### src/rtl/mod_final_adder_pkg.sv
// Shared definitions for the final modular-adder stage: default sizes, the 2M
// compare constant and a reference correction function.
package mod_pkg;

  localparam int MOD_W  = 4;
  localparam int MOD_M  = 13;
  localparam int SUM_W  = MOD_W + 2;
  localparam int MOD_2M = 2 * MOD_M;

  typedef struct packed {
    logic        err;
    logic [31:0] r;
  } corr_t;

  // Single conditional subtraction: valid only for s < 2m, flagged otherwise.
  function automatic corr_t mod_correct(input int unsigned s, input int unsigned m);
    corr_t c;
    c.err = 1'b0;
    c.r   = '0;
    if (s < m) begin
      c.r = s;
    end else if (s < 2 * m) begin
      c.r = s - m;
    end else begin
      c.err = 1'b1;
    end
    return c;
  endfunction

endpackage

### src/rtl/mod_final_adder_if.sv
// Handshake bundle between stage 2, the final adder stage and its consumer.
interface mod_final_adder_if #(
  parameter int WIDTH = 4
);
  logic             in_valid;
  logic             in_ready;
  logic [WIDTH-1:0] a;
  logic [WIDTH-1:0] b;
  logic             out_valid;
  logic             out_ready;
  logic [WIDTH-1:0] out_data;
  logic             out_err;
  logic             err_sticky;
  logic             err_clr;

  modport master (
    output in_valid, a, b, out_ready, err_clr,
    input  in_ready, out_valid, out_data, out_err, err_sticky
  );

  modport slave (
    input  in_valid, a, b, out_ready, err_clr,
    output in_ready, out_valid, out_data, out_err, err_sticky
  );
endinterface

### src/rtl/mod_final_adder_cpa.sv
// Parameterised carry-propagate adder used by the capture stage.
module mod_cpa #(
  parameter int W = 6
) (
  input  logic [W-1:0] a,
  input  logic [W-1:0] b,
  output logic [W-1:0] sum
);
  assign sum = a + b;
endmodule

### src/rtl/mod_final_adder.sv
// Final modular adder stage: P1 captures S = a + 2b, P2 folds S into [0, M)
// with one conditional subtract; 2-deep valid/ready pipe with full backpressure.
module mod_final_adder
  import mod_pkg::*;
#(
  parameter int WIDTH   = MOD_W,
  parameter int MODULUS = MOD_M
) (
  input  logic                 clk,
  input  logic                 rst_n,
  mod_final_adder_if.slave     bus
);

  localparam int S_W = WIDTH + 2;
  localparam logic [S_W-1:0] M_S  = S_W'(MODULUS);
  localparam logic [S_W-1:0] M2_S = S_W'(2 * MODULUS);

  if (MODULUS < 2 || MODULUS > (2 ** WIDTH) - 1) begin : g_bad_modulus
    $error("mod_final_adder: MODULUS out of range for WIDTH");
  end

  logic             p1_valid;
  logic [S_W-1:0]   p1_sum;
  logic             p2_valid;
  logic             p1_adv;
  logic             p2_adv;
  logic [S_W-1:0]   sum_next;
  logic [WIDTH-1:0] corr_data;
  logic             corr_err;

  // Ready depends only on registered valids and out_ready, never on in_valid.
  assign p2_adv      = !p2_valid || bus.out_ready;
  assign p1_adv      = !p1_valid || p2_adv;
  assign bus.in_ready  = p1_adv;
  assign bus.out_valid = p2_valid;

  mod_cpa #(.W(S_W)) u_cpa (
    .a   (S_W'(bus.a)),
    .b   ({1'b0, bus.b, 1'b0}),
    .sum (sum_next)
  );

  // Low W bits of S-M are exact modulo 2**W, so a W-bit subtract suffices.
  always_comb begin
    corr_data = p1_sum[WIDTH-1:0];
    corr_err  = 1'b0;
    if (p1_sum >= M2_S) begin
      corr_data = '0;
      corr_err  = 1'b1;
    end else if (p1_sum >= M_S) begin
      corr_data = p1_sum[WIDTH-1:0] - WIDTH'(MODULUS);
    end
  end

  // NOTE: state updates use non-blocking assignments so every register samples
  // pre-edge values, which is what makes the P1->P2 hand-off race-free.
  always_ff @(posedge clk or negedge rst_n) begin
    if (!rst_n) begin
      p1_valid <= 1'b0;
      p1_sum   <= '0;
    end else if (p1_adv) begin
      p1_valid <= bus.in_valid;
      if (bus.in_valid) p1_sum <= sum_next;
    end
  end

  always_ff @(posedge clk or negedge rst_n) begin
    if (!rst_n) begin
      p2_valid       <= 1'b0;
      bus.out_data   <= '0;
      bus.out_err    <= 1'b0;
      bus.err_sticky <= 1'b0;
    end else begin
      if (p2_adv) begin
        p2_valid <= p1_valid;
        if (p1_valid) begin
          bus.out_data <= corr_data;
          bus.out_err  <= corr_err;
        end
      end
      // Set takes priority over a coincident clear.
      if (p2_adv && p1_valid && corr_err) bus.err_sticky <= 1'b1;
      else if (bus.err_clr)               bus.err_sticky <= 1'b0;
    end
  end

endmodule
### src/flat_wrapper.sv
// flat-port wrapper written by rule: the top's interface ports become plain ports
module mod_final_adder_flat import mod_pkg::*;
#(
  parameter int WIDTH   = MOD_W,
  parameter int MODULUS = MOD_M
)
  (clk, rst_n, bus_in_valid, bus_a, bus_b, bus_out_ready, bus_err_clr, bus_in_ready, bus_out_valid, bus_out_data, bus_out_err, bus_err_sticky);
  mod_final_adder_if #(.WIDTH(WIDTH)) bus_i ();
  input  logic clk;
  input  logic rst_n;
  input wire logic [$bits(bus_i.in_valid)-1:0] bus_in_valid;
  input wire logic [$bits(bus_i.a)-1:0] bus_a;
  input wire logic [$bits(bus_i.b)-1:0] bus_b;
  input wire logic [$bits(bus_i.out_ready)-1:0] bus_out_ready;
  input wire logic [$bits(bus_i.err_clr)-1:0] bus_err_clr;
  output wire logic [$bits(bus_i.in_ready)-1:0] bus_in_ready;
  output wire logic [$bits(bus_i.out_valid)-1:0] bus_out_valid;
  output wire logic [$bits(bus_i.out_data)-1:0] bus_out_data;
  output wire logic [$bits(bus_i.out_err)-1:0] bus_out_err;
  output wire logic [$bits(bus_i.err_sticky)-1:0] bus_err_sticky;
  assign bus_i.in_valid = bus_in_valid;
  assign bus_i.a = bus_a;
  assign bus_i.b = bus_b;
  assign bus_i.out_ready = bus_out_ready;
  assign bus_i.err_clr = bus_err_clr;
  assign bus_in_ready = bus_i.in_ready;
  assign bus_out_valid = bus_i.out_valid;
  assign bus_out_data = bus_i.out_data;
  assign bus_out_err = bus_i.out_err;
  assign bus_err_sticky = bus_i.err_sticky;
  mod_final_adder #(.WIDTH(WIDTH), .MODULUS(MODULUS)) u_core (.clk(clk), .rst_n(rst_n), .bus(bus_i));
endmodule
### config.mk
export PLATFORM = sky130hd
export DESIGN_NAME = mod_final_adder_flat
export DESIGN_NICKNAME = d
export VERILOG_FILES = /design/src/rtl/mod_final_adder_pkg.sv /design/src/rtl/mod_final_adder_if.sv /design/src/rtl/mod_final_adder_cpa.sv /design/src/rtl/mod_final_adder.sv /design/src/flat_wrapper.sv
export SDC_FILE = /design/constraint.sdc
export NUM_CORES = 1
export LEC_CHECK = 0
export CAP_MARGIN = 20
export CORE_UTILIZATION = 40
export CTS_CLUSTER_SIZE = 14
export DETAILED_ROUTE_END_ITERATION = 10
export PLACE_DENSITY_LB_ADDON = 0.15
export SLEW_MARGIN = 25
export SYNTH_ARGS = -nofsm -noshare
export SYNTH_HDL_FRONTEND = slang
export SYNTH_SLANG_ARGS = --single-unit
### constraint.sdc
create_clock -name clk -period 5.2 [get_ports clk]
set_clock_uncertainty 0.15 [all_clocks]
set_input_delay 0.52 -clock clk [delete_from_list [all_inputs] [get_ports clk]]
set_output_delay 0.52 -clock clk [all_outputs]
set_load 0.03 [all_outputs]
* After elaboration in Yosys (flattened, before gate mapping)
Index checks and enable logic that the tools add are counted.
Cells by class: reductions and logical operators 9, add/subtract/negate cells 2, magnitude comparators 2, muxes and demuxes 5
Operators with widths (count):
- $mux W4 | 2
- $add A4 B5 Y6 | 1
- $ge A6 B4 Y1 const B | 1
- $ge A6 B5 Y1 const B | 1
- $reduce_and A2 Y1 | 2
- $sub A4 B4 Y4 const B | 1
- $mux W1 | 3
- $logic_and A1 B1 Y1 | 2
- $logic_not A1 Y1 | 2
- $logic_or A1 B1 Y1 | 2
- $reduce_bool A2 Y1 | 1
Storage, ports and cells: input bits 13, flip-flop bits (word level) 14, word-level logic and storage cells 24

* Logic depth before layout (Yosys ltp)
word-level depth 5, depth in mapped cells 6, mapped depth without buffers 6

* Hierarchy
A second synthesis with hierarchy kept.
Unflattened totals: cells, all modules 81, area total of the unflattened synthesis 879.6 µm²
By module, submodules not included:
- mod_final_adder | sequential area each 350.3 µm², area each 693.2 µm², cells an instance 62, times used 1
- mod_cpa | sequential area each 0.0 µm², area each 186.4 µm², cells an instance 19, times used 1

* Least setup slack after synthesis
Ideal clock, no wire load.
path type input -> register, start input bus_out_ready, end register u_core.p1_sum[0], path buffers 0, library setup time 0.125 ns, data required time 4.925 ns, data arrival time 1.558 ns, path slack 3.368 ns, cell stages on the path 3, cells stage by stage nand3b_1 -> nand2_1 -> mux2_2
On the way: cells in the longest elaborated chain, start to end 3
Ends and longest elaborated chain:
- start: declaration | RTL line flat_wrapper.sv:14 | input wire logic [$bits(bus_i.out_ready)-1:0] bus_out_ready;
- $logic_or A1 B1 Y1 | RTL line mod_final_adder.sv:32 | assign p2_adv = !p2_valid || bus.out_ready;
- $logic_or A1 B1 Y1 | RTL line mod_final_adder.sv:33 | assign p1_adv = !p1_valid || p2_adv;
- $reduce_and A2 Y1 (no source line)
- end signal: assignment | RTL line mod_final_adder.sv:63 | if (bus.in_valid) p1_sum <= sum_next;
- end: declaration | RTL line mod_final_adder.sv:23 | logic [S_W-1:0] p1_sum;
No other way between the ends. A chain may end at the register's enable or synchronous reset.

* Final worst setup path
start input bus_out_ready, end output bus_in_ready
On the way: cells in the longest elaborated chain, start to end 2
Ends and longest elaborated chain:
- $logic_or A1 B1 Y1 | RTL line mod_final_adder.sv:32
- $logic_or A1 B1 Y1 | RTL line mod_final_adder.sv:33
- end: declaration | RTL line flat_wrapper.sv:16 | output wire logic [$bits(bus_i.in_ready)-1:0] bus_in_ready;
No other way between the ends.

==> run metrics <==
status finished, final reports clean; crit-path cells clkdlybuf4s50_1 -> nand3b_1 -> clkdlybuf4s50_1; startpoint types input pin; Clock Latency Late Sink about 280 ps; Die W 45.9 um; Max Root-Sink Buffers 2; FF-to-FF setup slack about 3200 ps; share of cells above drive strength 1 between 8 and 9%; Die Y 45.9 um; share of the synthesized area in the top cell type 45.5%; # DRC 0; post-CTS setup buffer count 0; P_leak 0.457 nW; Comb power frac about two fifths; async set-reset flop share out of synthesis between 90% and 100%; vias in the first global route 571; final period utilization between 40% and 50%; post-route ant nets 0; post-cts resize count 0; # hold bufs at CTS 0; area leader, netlist dfrtp_1; CP most frequent cell clkdlybuf4s50_1; WL final 1360 um; vias per cell 4.89; Fin Setup TNS 0 ps; RR Endpoint u_core.bus.out_data[1]$_DFFE_PN0P_; Max-cap violations 0; post-route core utilization 58.8%; port bufs 20; fillers 183; Area contributors post-synth dfrtp_1, ha_1, nand2_1; Wirelength per Cell 11.0 um; clk slew on worst S/H paths 90 ps; post-layout min period 2500 ps; CP Data Required Time 4530 ps; Int Pwr approximately 0.24 mW; WP depth 3; top cell family by delay on the critical path buffers and inverters; critical path class in2out; HPWL after DPL 1090 um; mapped cell area 769 sq um; Sw Ratio 34.8%; Net Switching 0.130 mW; Initial DRT Pass Iterations 4; area growth from synthesis to layout 34.8%; ant diodes 0; core area roughly 1800 sq um; Hold WC Path Type reg2reg; RSZ-0062 raised after global routing false; r2r worst-path depth 6; Slew HR 58.9%; first-pass GRT wire length about 2300 um; GR Overflow Total 0; TritonCTS clock tree built; Iteration-0 DRC Markers 5; final setup fails 0; antenna violations before repair 0; GRT Total Usage 16.1%; Starting Density ~44%; Final #Nets 120; Yosys warnings 0; DR vias 606; final slew viol count 0; pwr/cell area 361 nW/um^2; Avg Cell Area, Syn roughly 10 sq um; Critical path origin bus_out_ready; Max VDD drop 0.181 mV; slowest CP cell clkdlybuf4s50_1; largest fanout on the critical path 3; WP buf/inv 2; final hold violation count 0; Achievable Freq around 0.40 GHz; CTS Root Cell clkbuf_4; RD Place Congestion 0.715; Mapped Nets 95; Reg power frac between 40 and 50%; Num CTS Buffers 3; I/O Pins 21; commonest non-fill, non-tap cells in the layout clkdlybuf4s50_1, dfrtp_1, nand2_1; Die ar. 2100 sq um; Post-synth EDFFs 0; worst-margin pin slew slightly above 600 ps; H-tree depth 1; Cell Rows 15; Synth Instances 75; #FFs+latches synth 14; Main synth FF type dfrtp_1; largest net degree at the start of global routing 15; Worst EP arrival about 1800 ps; largest stage delay on the critical path 690 ps; commonest non-fill, non-tap cell in the layout clkdlybuf4s50_1; Clock power frac 20.8%; worst r2r src u_core.p1_sum[1]$_DFFE_PN0P_; register area share after synthesis a little under half; CP Capture Type output port; Distinct cells, synth 27; Critical Path Sink bus_in_ready; Sink Count 14
-- state kept, by name (all words and copies together) (netlist names) --
name and cells:
u_core.p1_sum 6, u_core.bus.out_data 4, u_core.bus.err_sticky 1, u_core.bus.out_err 1, u_core.bus.out_valid 1, u_core.p1_valid 1
-- cell type report --
class                           instances  area [sq um]  area share (%)
Clock buffer                            4          36.3            3.50
Sequential cell                        14           350            33.8
Inverter                                6          22.5            2.17
Multi-Input combinational cell         55           397            38.2
Timing Repair Buffer                   20           200            19.3
Tap cell                               25          31.3            3.02
-- how the worst min path moves through the flow --
stage	start	to	slack [ps]	depth (start not counted)
2_1_floorplan	rst_n	u_core.bus.err_sticky$_DFFE_PN0P_	70	0
3_3_place_gp	u_core.bus.out_data[2]$_DFFE_PN0P_	u_core.bus.out_data[2]$_DFFE_PN0P_	320	2
3_5_place_dp	u_core.bus.out_data[1]$_DFFE_PN0P_	u_core.bus.out_data[1]$_DFFE_PN0P_	320	2
4_1_cts	u_core.bus.out_data[1]$_DFFE_PN0P_	u_core.bus.out_data[1]$_DFFE_PN0P_	340	2
5_1_grt	u_core.bus.out_err$_DFFE_PN0P_	u_core.bus.out_err$_DFFE_PN0P_	360	1
6_report	u_core.bus.out_data[1]$_DFFE_PN0P_	u_core.bus.out_data[1]$_DFFE_PN0P_	330	2
-- synth_stat cells, types with 2 or more instances --
cell,n
nand2_1,10
inv_1,6
dfrtp_1,14
nor2_1,2
nor3_1,2
mux2_2,3
o21ai_0,7
nand2b_1,4
xor2_1,2
ha_1,6
o21ai_1,3
-- metal layers --
layer  up-vias  global-route usage [%]  share of wire, %
met2        17                    25.9                49
met5         -                       0                 0
met1       275                    18.4                45
li1        312                       -                 -
met3         2                    4.76               4.0
met4         0                    10.6               1.4
-- metrics by stage --
stage	hold slack [ps]	setup slack (ps)	instance area [sq um]	power (mW)	cells
2_1_floorplan	74.4	3370	769	0.243	75
3_3_place_gp	318	2720	1000	0.296	120
3_5_place_dp	324	2720	1000	0.301	120
4_1_cts	345	2710	1040	0.381	124
5_1_grt	359	2650	1040	0.400	124
6_report	335	2700	1040	0.374	124
-- cell families (layout without fill, tap and decap cells) --
group / after synthesis / in the layout / share of synthesized area, %
and+or+nand+nor: 22 / 22 / 13.8
AOI/OAI and AO/OA: 20 / 20 / 17.6
DFF: 14 / 14 / 45.5
adders and majority gates: 7 / 7 / 12.4
buffers and inverters: 6 / 30 / 2.93
xor gates and xnor gates: 3 / 3 / 3.42
muxes: 3 / 3 / 4.39
-- power by group through the flow --
stage / registers (mW) / clock network (mW) / logic (mW)
2_1_floorplan: 0.183 / 0 / 0.0594
3_3_place_gp: 0.154 / 0 / 0.142
3_5_place_dp: 0.155 / 0 / 0.146
4_1_cts: 0.153 / 0.0816 / 0.146
5_1_grt: 0.156 / 0.0856 / 0.158
6_report: 0.152 / 0.0778 / 0.144
-- worst reg2reg max path, stage by stage, from the launching register on --
cell and delay [ps]:
dfrtp_1 400, inv_1 90, ha_1 180, nand2b_1 160, a311oi_1 430, mux2_2 390
o21ai_1 110
(Power assumes the default switching activity.)
